==> config.mk <==
export PLATFORM = sky130hd
export DESIGN_NAME = string_op_sequencer
export DESIGN_NICKNAME = d
export VERILOG_FILES = /design/src/rtl/string_op_sequencer.sv
export SDC_FILE = /design/constraint.sdc
export NUM_CORES = 1
export LEC_CHECK = 0
export ABC_AREA = 1
export BUFFER_PORTS_ARGS = -buffer_cell sky130_fd_sc_hd__buf_2
export CORE_AREA = 4 4 73 126
export DETAILED_ROUTE_END_ITERATION = 10
export DIE_AREA = 0 0 77 130
export MAX_ROUTING_LAYER = met4
export PLACE_DENSITY = 0.72
export SLEW_MARGIN = 5
export SYNTH_ARGS = -nofsm -noshare
export SYNTH_HDL_FRONTEND = slang
export SYNTH_SLANG_ARGS = --single-unit
==> constraint.sdc <==
create_clock -name clk -period 10.3 [get_ports clk]
set_clock_uncertainty 0.05 [all_clocks]
set_input_delay 3.09 -clock clk [delete_from_list [all_inputs] [get_ports clk]]
set_output_delay 3.09 -clock clk [all_outputs]
set_load 0.02 [all_outputs]
==> src/rtl/string_op_sequencer.sv <==
// Word-serial sequencer for the string accelerator: strcmp, strlen(A) and strncmp over the
// StringA/StringB word buffers, one 32-bit word per FETCH/CMP round trip.
module string_op_sequencer #(
    parameter int unsigned MAX_WORDS = 8,
    localparam int unsigned AW = $clog2(MAX_WORDS),
    localparam int unsigned IW = $clog2(4 * MAX_WORDS) + 1
) (
    input  logic          clk,
    input  logic          reset,
    input  logic          start,
    input  logic [1:0]    op,
    input  logic [IW-1:0] len,
    output logic          rd_en,
    output logic [AW-1:0] rd_addr,
    input  logic [31:0]   a_word,
    input  logic [31:0]   b_word,
    output logic          busy,
    output logic          done,
    output logic [31:0]   result,
    output logic [IW-1:0] index,
    output logic          overflow,
    output logic          error
);

    localparam logic [IW-1:0] NumBytes = IW'(4 * MAX_WORDS);
    localparam logic [AW-1:0] LastWord = AW'(MAX_WORDS - 1);
    localparam logic [1:0] OpStrlen  = 2'd1;
    localparam logic [1:0] OpStrncmp = 2'd2;
    localparam logic [1:0] OpRsvd    = 2'd3;

    typedef enum logic [1:0] {StIdle, StFetch, StCmp, StDone} state_e;

    state_e        state_q, state_d;
    logic [AW-1:0] word_q, word_d;
    logic [1:0]    op_q, op_d;
    logic [IW-1:0] len_q, len_d;
    logic          clamp_q, clamp_d;

    logic          rd_en_q, rd_en_d;
    logic [AW-1:0] rd_addr_q, rd_addr_d;
    logic          busy_q, busy_d;
    logic          done_q, done_d;
    logic [31:0]   result_q, result_d;
    logic [IW-1:0] index_q, index_d;
    logic          overflow_q, overflow_d;
    logic          error_q, error_d;

    // Lane scan of the current word; lowest terminating lane wins.
    logic          hit;
    logic [IW-1:0] hit_pos;
    logic [8:0]    hit_diff;
    logic [IW-1:0] limit_pos;
    logic [7:0]    a_b, b_b;
    logic [IW-1:0] pos;
    logic          term;

    always_comb begin
        hit       = 1'b0;
        hit_pos   = '0;
        hit_diff  = '0;
        limit_pos = len_q - IW'(1);
        a_b       = '0;
        b_b       = '0;
        pos       = '0;
        term      = 1'b0;
        for (int l = 0; l < 4; l++) begin
            a_b  = a_word[8*l +: 8];
            b_b  = b_word[8*l +: 8];
            pos  = {1'b0, word_q, 2'(l)};
            term = (a_b == 8'd0);
            if (op_q != OpStrlen) term = term | (a_b != b_b);
            // A clamped limit is the buffer end, which reports as overflow instead.
            if (op_q == OpStrncmp && !clamp_q && pos == limit_pos) term = 1'b1;
            if (term && !hit) begin
                hit      = 1'b1;
                hit_pos  = pos;
                hit_diff = {1'b0, a_b} - {1'b0, b_b};
            end
        end
    end

    always_ff @(posedge clk) begin
        if (reset) state_q <= StIdle;
        else       state_q <= state_d;
    end

    always_comb begin
        state_d = state_q;
        word_d  = word_q;
        op_d    = op_q;
        len_d   = len_q;
        clamp_d = clamp_q;
        case (state_q)
            StIdle: begin
                if (start) begin
                    op_d    = op;
                    len_d   = len;
                    clamp_d = (len > NumBytes);
                    word_d  = '0;
                    if (op == OpRsvd || (op == OpStrncmp && len == '0)) state_d = StDone;
                    else                                                state_d = StFetch;
                end
            end
            StFetch: state_d = StCmp;
            StCmp: begin
                if (hit || word_q == LastWord) begin
                    state_d = StDone;
                end else begin
                    word_d  = word_q + AW'(1);
                    state_d = StFetch;
                end
            end
            default: state_d = StIdle;
        endcase
    end

    always_comb begin
        rd_en_d    = (state_d == StFetch);
        rd_addr_d  = word_d;
        busy_d     = (state_d == StFetch) || (state_d == StCmp);
        done_d     = (state_d == StDone);
        result_d   = result_q;
        index_d    = index_q;
        overflow_d = overflow_q;
        error_d    = error_q;
        if (state_q == StIdle && state_d == StDone) begin
            result_d   = '0;
            index_d    = '0;
            overflow_d = 1'b0;
            error_d    = (op == OpRsvd);
        end else if (state_q == StCmp && state_d == StDone) begin
            error_d = 1'b0;
            if (hit) begin
                overflow_d = 1'b0;
                index_d    = hit_pos;
                result_d   = (op_q == OpStrlen) ? 32'(hit_pos) : {{23{hit_diff[8]}}, hit_diff};
            end else begin
                overflow_d = 1'b1;
                index_d    = NumBytes;
                result_d   = (op_q == OpStrlen) ? 32'(NumBytes) : '0;
            end
        end
    end

    always_ff @(posedge clk) begin
        if (reset) begin
            word_q     <= '0;
            op_q       <= '0;
            len_q      <= '0;
            clamp_q    <= 1'b0;
            rd_en_q    <= 1'b0;
            rd_addr_q  <= '0;
            busy_q     <= 1'b0;
            done_q     <= 1'b0;
            result_q   <= '0;
            index_q    <= '0;
            overflow_q <= 1'b0;
            error_q    <= 1'b0;
        end else begin
            word_q     <= word_d;
            op_q       <= op_d;
            len_q      <= len_d;
            clamp_q    <= clamp_d;
            rd_en_q    <= rd_en_d;
            rd_addr_q  <= rd_addr_d;
            busy_q     <= busy_d;
            done_q     <= done_d;
            result_q   <= result_d;
            index_q    <= index_d;
            overflow_q <= overflow_d;
            error_q    <= error_d;
        end
    end

    assign rd_en    = rd_en_q;
    assign rd_addr  = rd_addr_q;
    assign busy     = busy_q;
    assign done     = done_q;
    assign result   = result_q;
    assign index    = index_q;
    assign overflow = overflow_q;
    assign error    = error_q;

endmodule

==> results.cfg, run 1 <==
[clock_tree]
cts_resized = 0
cts_hold_buf = 0
root_buffer = clkbuf_16
cts_setup_buffers = 0
cts_buffers = 5
cts_sinks = 33
cts_max_level = 2
cts_tree = built
clockBufferDepth = 2
clk_latency_ns = 0.28
clk_pin_slew_ns = 0.06

[logic_synthesis]
yosysSeqAreaShare_pct = 17.9
ys_ff_latch = 33
synth_fp_nets = 702
synth_largest_area_cell = dfxtp_1
synth_area_per_cell_um2 = 6.30
synth_area_leaders = dfxtp_1 (18%), nand2_1 (15%), ha_1 (12%)
synth_top_area_share_pct = 17.9
ys_async_sr_fraction_pct = 0
synth_common_cells = nand2_1 (144), inv_1 (87), a21oi_1 (51), nor2_1 (47), nand3_1 (46)
yosysMostFrequentCell = nand2_1
ys.flop_type = dfxtp_1
syn-instance-count = 587
synth_edf_count = 0
ys_types = 40
netlist_area_um2 = 3700
synth-warning-count = 0

[drt]
first_pass_iters = 4
routed_wl_um = 9920
postRouteAntennaNets = 0
viasPerCell = 5.13
drc = 0
drtIter0Drc = 185
num_vias = 3992
wire_per_inst_um = 12.8

[placed_design]
place.gp.congestion = 0.905
place_hpwl_um = 8570
buffer_ports.inserted = 120

[floorplan]
die_w_um = 77
fp.dieArea_um2 = 10000
io_pins = 121
die_height_um = 130
coreArea_um2 = 8200
initial_utilization_pct = 45.1
rows = 44

[layout]
fin_nets = 800
diodes = 0
drive_above_1_share_pct = 23.0
areaGrowthSynthToFinish_pct = 18.4

[power]
vdd_ir_drop_max_uv = 68.5
leakage_nw = 2.44
power.density_nw_per_um2 = 120
power_mw = 0.525

[hold_path]
hp-class = register to register
whs_path_depth = 2

[critical_path]
crit_fanout = 15
worstSetupEndpointType = register
critPathRequiredTime_ns = 10.37
path_class = primary input to register
reg2regPathDepth = 22
start_kind = primary input
arrival_ns = 6.18

[global_routing]
grt_max_degree = 26
grt_pass1_vias = 3916
antenna_found_initial = 0
globalRouteOverflowTotal = 0
grt_pass1_wl_um = 16300
grt_usage_pct = 20.3

[timing]
setup_viol = 0
post-route-min-period_ns = 6.11
holdWs_ns = 0.410
finalHoldViolCount = 0
fmax_mhz = 164
fin_tns_setup_ns = 0
worstMarginPinSlew_ns = 1.06
finalCritPeriodShare_pct = 59.3
rsz0062_at_grt = no
slew_viol_final = 0
relSlewSlack_pct = 28.6

[run]
maxCapViolations = 0

[status]
status = finished, final reports clean
==> worst max-delay path, cell delays in order <==
cell     delay, ns
buf_2         0.11
ha_1          0.31
inv_1         0.08
nor3_1        0.23
nand2_1       0.07
nand2_1       0.06
o21ai_1       0.09
inv_1         0.08
nand2_2       0.18
nor2_8        0.20
nand2_4       0.08
or2_4         0.25
nand2_2       0.06
nand2_1       0.05
nand2_1       0.11
inv_1         0.07
ha_1          0.22
inv_1         0.09
nor2_1        0.10
inv_1         0.36
nor2_1        0.13
nand3_1       0.11
a21oi_1       0.06
==> cell usage in the layout, fill, tap and decap left out, types with 2 or more instances in the layout <==
cell type / n
nor2_1: 47
o21ai_0: 22
clkbuf_16: 5
o21ai_1: 3
dfxtp_1: 33
nor3_1: 7
a21oi_1: 51
ha_1: 36
nand2_2: 8
inv_2: 2
inv_1: 87
nand3b_1: 3
nand2_1: 144
fa_1: 4
a21o_1: 4
o21bai_1: 5
nand4_1: 5
nor3_2: 2
nor2_4: 3
nand2_4: 2
xnor2_1: 6
o211ai_1: 5
nor2_2: 5
a21oi_2: 2
buf_2: 120
or2_2: 3
xor2_1: 12
nand3_1: 46
==> flip-flops by register name, indices dropped and copies added (netlist names) <==
signal	cells
busy	1
clamp_q	1
done	1
error	1
index	6
len_q	6
op_q	2
rd_addr	3
rd_en	1
result	9
state_q	2
==> through the flow <==
| stage | std cells | setup WS, ns | utilization (%) | instance area, um2 |
|---|---|---|---|---|
| after floorplan | 587 | 4.48 | - | 3700 |
| after global placement | 770 | 4.11 | 51.3 | 4210 |
| after detailed placement | 770 | 3.96 | 51.3 | 4210 |
| after CTS | 778 | 4.24 | 53.4 | 4380 |
| after global routing | 778 | 3.86 | 53.4 | 4380 |
| final | 778 | 4.19 | 53.4 | 4380 |
==> per-layer routing <==
layer,vias to the layer above,global-route usage (%),share of wire (%)
li1,2065,-,-
met1,1798,18.8,36
met2,102,40.7,56
met3,27,2.35,4.0
met4,0,9.85,3.4
met5,-,-,0
==> area by class of cell <==
type | count | area, um2
Clock buffer | 5 | 125
Multi-Input combinational cell | 436 | 2500
Clock inverter | 3 | 46.3
Sequential cell | 33 | 661
Tap cell | 92 | 115
Inverter | 89 | 334
Timing Repair Buffer | 120 | 601
Fill cell | 822 | 3820
==> cells by family after synthesis <==
group | share of synthesized area [%]
compound gates | 14.6
buf+inv | 14.6
simple gates | 34.3
flops | 17.9
fa+ha+maj | 14.3
xor+xnor | 4.26
==> where the power goes <==
group	total, mW	leakage (nW)	internal, mW	switching (mW)
clock	0.170	0.0800	0.114	0.0561
combinational	0.210	2.09	0.0778	0.133
sequential	0.144	0.269	0.137	0.00722
total	0.525	2.44	0.329	0.196
==> path summary, 6_finish.rpt <==
kind                                start          to  slack, ns
worst min-delay path                error       error       0.41
worst max-delay path            a_word[3]  result[30]       4.19
worst min register to register      error       error       0.41
worst max register to register   len_q[1]  result[30]       6.80
Note: power is estimated with default switching activity, not from simulation.
==> run 2: changes to the inputs <==
PLACE_DENSITY = 0.75   (was 0.72)
clock period = 5.45 ns   (was 10.3 ns; I/O delays follow)
==> run 2 against run 1 <==
Net effect: critical path depth unchanged; combinational power increased by 89%; die area unchanged; clock power increased by 92%; clock-buffer cell count increased by 2; final cell count unchanged; hold slack improved by 0.0088 ns; flip-flop and latch count unchanged; critical path type unchanged; largest power group unchanged.
==> results.cfg, run 2 (synthesis gave the netlist of run 1 again) <==
[critical_path]
crit_fanout = 15
max_stage_delay_ns = 0.34
worstSetupStartpoint = a_word[5]
start_kind = primary input
r2r_slack_ns = 1.98
worstSetupEndpointType = register
arrival_ns = 4.74
crit_top_cell = nand2_1
path_class = primary input to register
reg2regPathDepth = 22
r2r-end = result[30]
r2r_start = len_q[1]
crit_family = simple AND/OR/NAND/NOR gates
cp.buffers_inverters = 5
critPathSlowestCell = ha_1
cp_cell_sequence = buf_2, ha_1, nand2_1, nor2_1, nand2_1, nand2_1, o21ai_1, inv_1, nand2_2, nor2_8, nand2_4, or2_4, nand2_2, nand2_1, nand2_1, inv_1, ha_1, inv_1, nor2_1, inv_1, nor2_1, nand3_1, a21oi_1
critPathRequiredTime_ns = 5.59

[drt]
drtIter0Drc = 155
num_vias = 3952
routed_wl_um = 9870
postRouteAntennaNets = 0
wire_per_inst_um = 12.7
first_pass_iters = 5
viasPerCell = 5.08
drc = 0

[placed_design]
buffer_ports.inserted = 120
place.gp.congestion = 0.918
post-place-ws_ns = 0.603
placed_area_um2 = 4210
place_hpwl_um = 8480

[clock_tree]
cts_max_level = 2
cts_buffers = 5
root_buffer = clkbuf_16
clk_pin_slew_ns = 0.05
clk_latency_ns = 0.27
cts_sinks = 33
cts_setup_buffers = 0
cts_hold_buf = 0
cts_resized = 0
cts_tree = built
clockBufferDepth = 2

[hold_path]
holdPathEnd = error
whs_path_depth = 2
holdCritStartpoint = error
hp-class = register to register

[layout]
diodes = 0
final_common_cell = nand2_1
final_cell_mix = nand2_1 (144), buf_2 (120), inv_1 (87)
drive_above_1_share_pct = 22.9
multi_input_area_um2 = 2500
seqCellArea_um2 = 661
largest_reg_flops = 9
areaGrowthSynthToFinish_pct = 18.4
fin_nets = 800
fillCellCount = 831
fin_area_um2 = 4380

[timing]
fmax_mhz = 217
slew_viol_final = 0
relSlewSlack_pct = 32.3
finalCritPeriodShare_pct = 84.5
finalHoldViolCount = 0
worstMarginPinSlew_ns = 1.01
setup_viol = 0
post-route-min-period_ns = 4.60
fin_tns_setup_ns = 0
worst_slack_ns = 0.847
rsz0062_at_grt = no

[status]
status = finished, final reports clean

[global_routing]
grt_pass1_vias = 3898
grt_pass1_wl_um = 16400
antenna_found_initial = 0
grt_max_degree = 26
grt_usage_pct = 20.3
globalRouteOverflowTotal = 0

[power]
leakage_nw = 2.44
power.density_nw_per_um2 = 227
vdd_ir_drop_max_uv = 118

[floorplan]
die_height_um = 130
rows = 44
initial_utilization_pct = 45.1
coreArea_um2 = 8200
io_pins = 121
die_w_um = 77
fp.dieArea_um2 = 10000

[run]
maxCapViolations = 0
==> run 2: cell count changes in the layout (fill, tap and decap cells not counted) <==
cell,previous run,this run
clkinv_4,1,0
clkbuf_8,0,1
clkbuf_1,0,1
clkinvlp_4,1,0
==> run 2: worst max path at each step <==
stage	end	slack (ns)	cells past startpoint
3_3_place_gp	result[30]	0.72	23
3_5_place_dp	result[30]	0.60	23
6_report	result[30]	0.85	23
5_1_grt	result[30]	0.47	23
2_1_floorplan	result[30]	1.08	21
4_1_cts	result[30]	0.86	23
==> run 2: metal layers <==
metal	part of all wire (%)	vias to the layer above	global-route usage [%]	wire length, um
li1	-	2069	-	-
met1	36	1763	19.2	3590
met2	57	98	41.1	5650
met3	3.6	22	2.00	360
met4	2.8	0	8.28	272
met5	0	-	-	0
==> run 2: power by group <==
| group | internal [mW] | leakage, nW | switching, mW |
|---|---|---|---|
| sequential | 0.258 | 0.269 | 0.0139 |
| clock | 0.228 | 0.0841 | 0.0976 |
| combinational | 0.147 | 2.09 | 0.250 |
| total | 0.634 | 2.44 | 0.361 |
==> run 2: area by class of cell <==
cell class / count / share of cell area, %
Clock inverter: 1 / 0.685
Sequential cell: 33 / 15.1
Clock buffer: 7 / 3.26
Timing Repair Buffer: 120 / 13.7
Tap cell: 92 / 2.63
Multi-Input combinational cell: 436 / 57.0
Inverter: 89 / 7.62
==> run 2: worst reg2reg max path, delay by kind of cell (launching register included) <==
| kind | cells | cell delay, ns |
|---|---|---|
| flops | 1 | 0.45 |
| buf+inv | 4 | 0.51 |
| compound gates | 1 | 0.14 |
| simple gates | 16 | 2.04 |
| fa+ha+maj | 1 | 0.21 |
==> run 2: per-stage QoR <==
stage	util [%]	std cells	hold WS, ns	power, mW
after floorplan	-	587	0.394	0.567
after global placement	51.3	770	0.400	0.667
after detailed placement	51.3	770	0.411	0.671
after CTS	53.4	778	0.419	1.00
after global routing	53.4	778	0.445	1.07
final	53.4	778	0.419	0.995
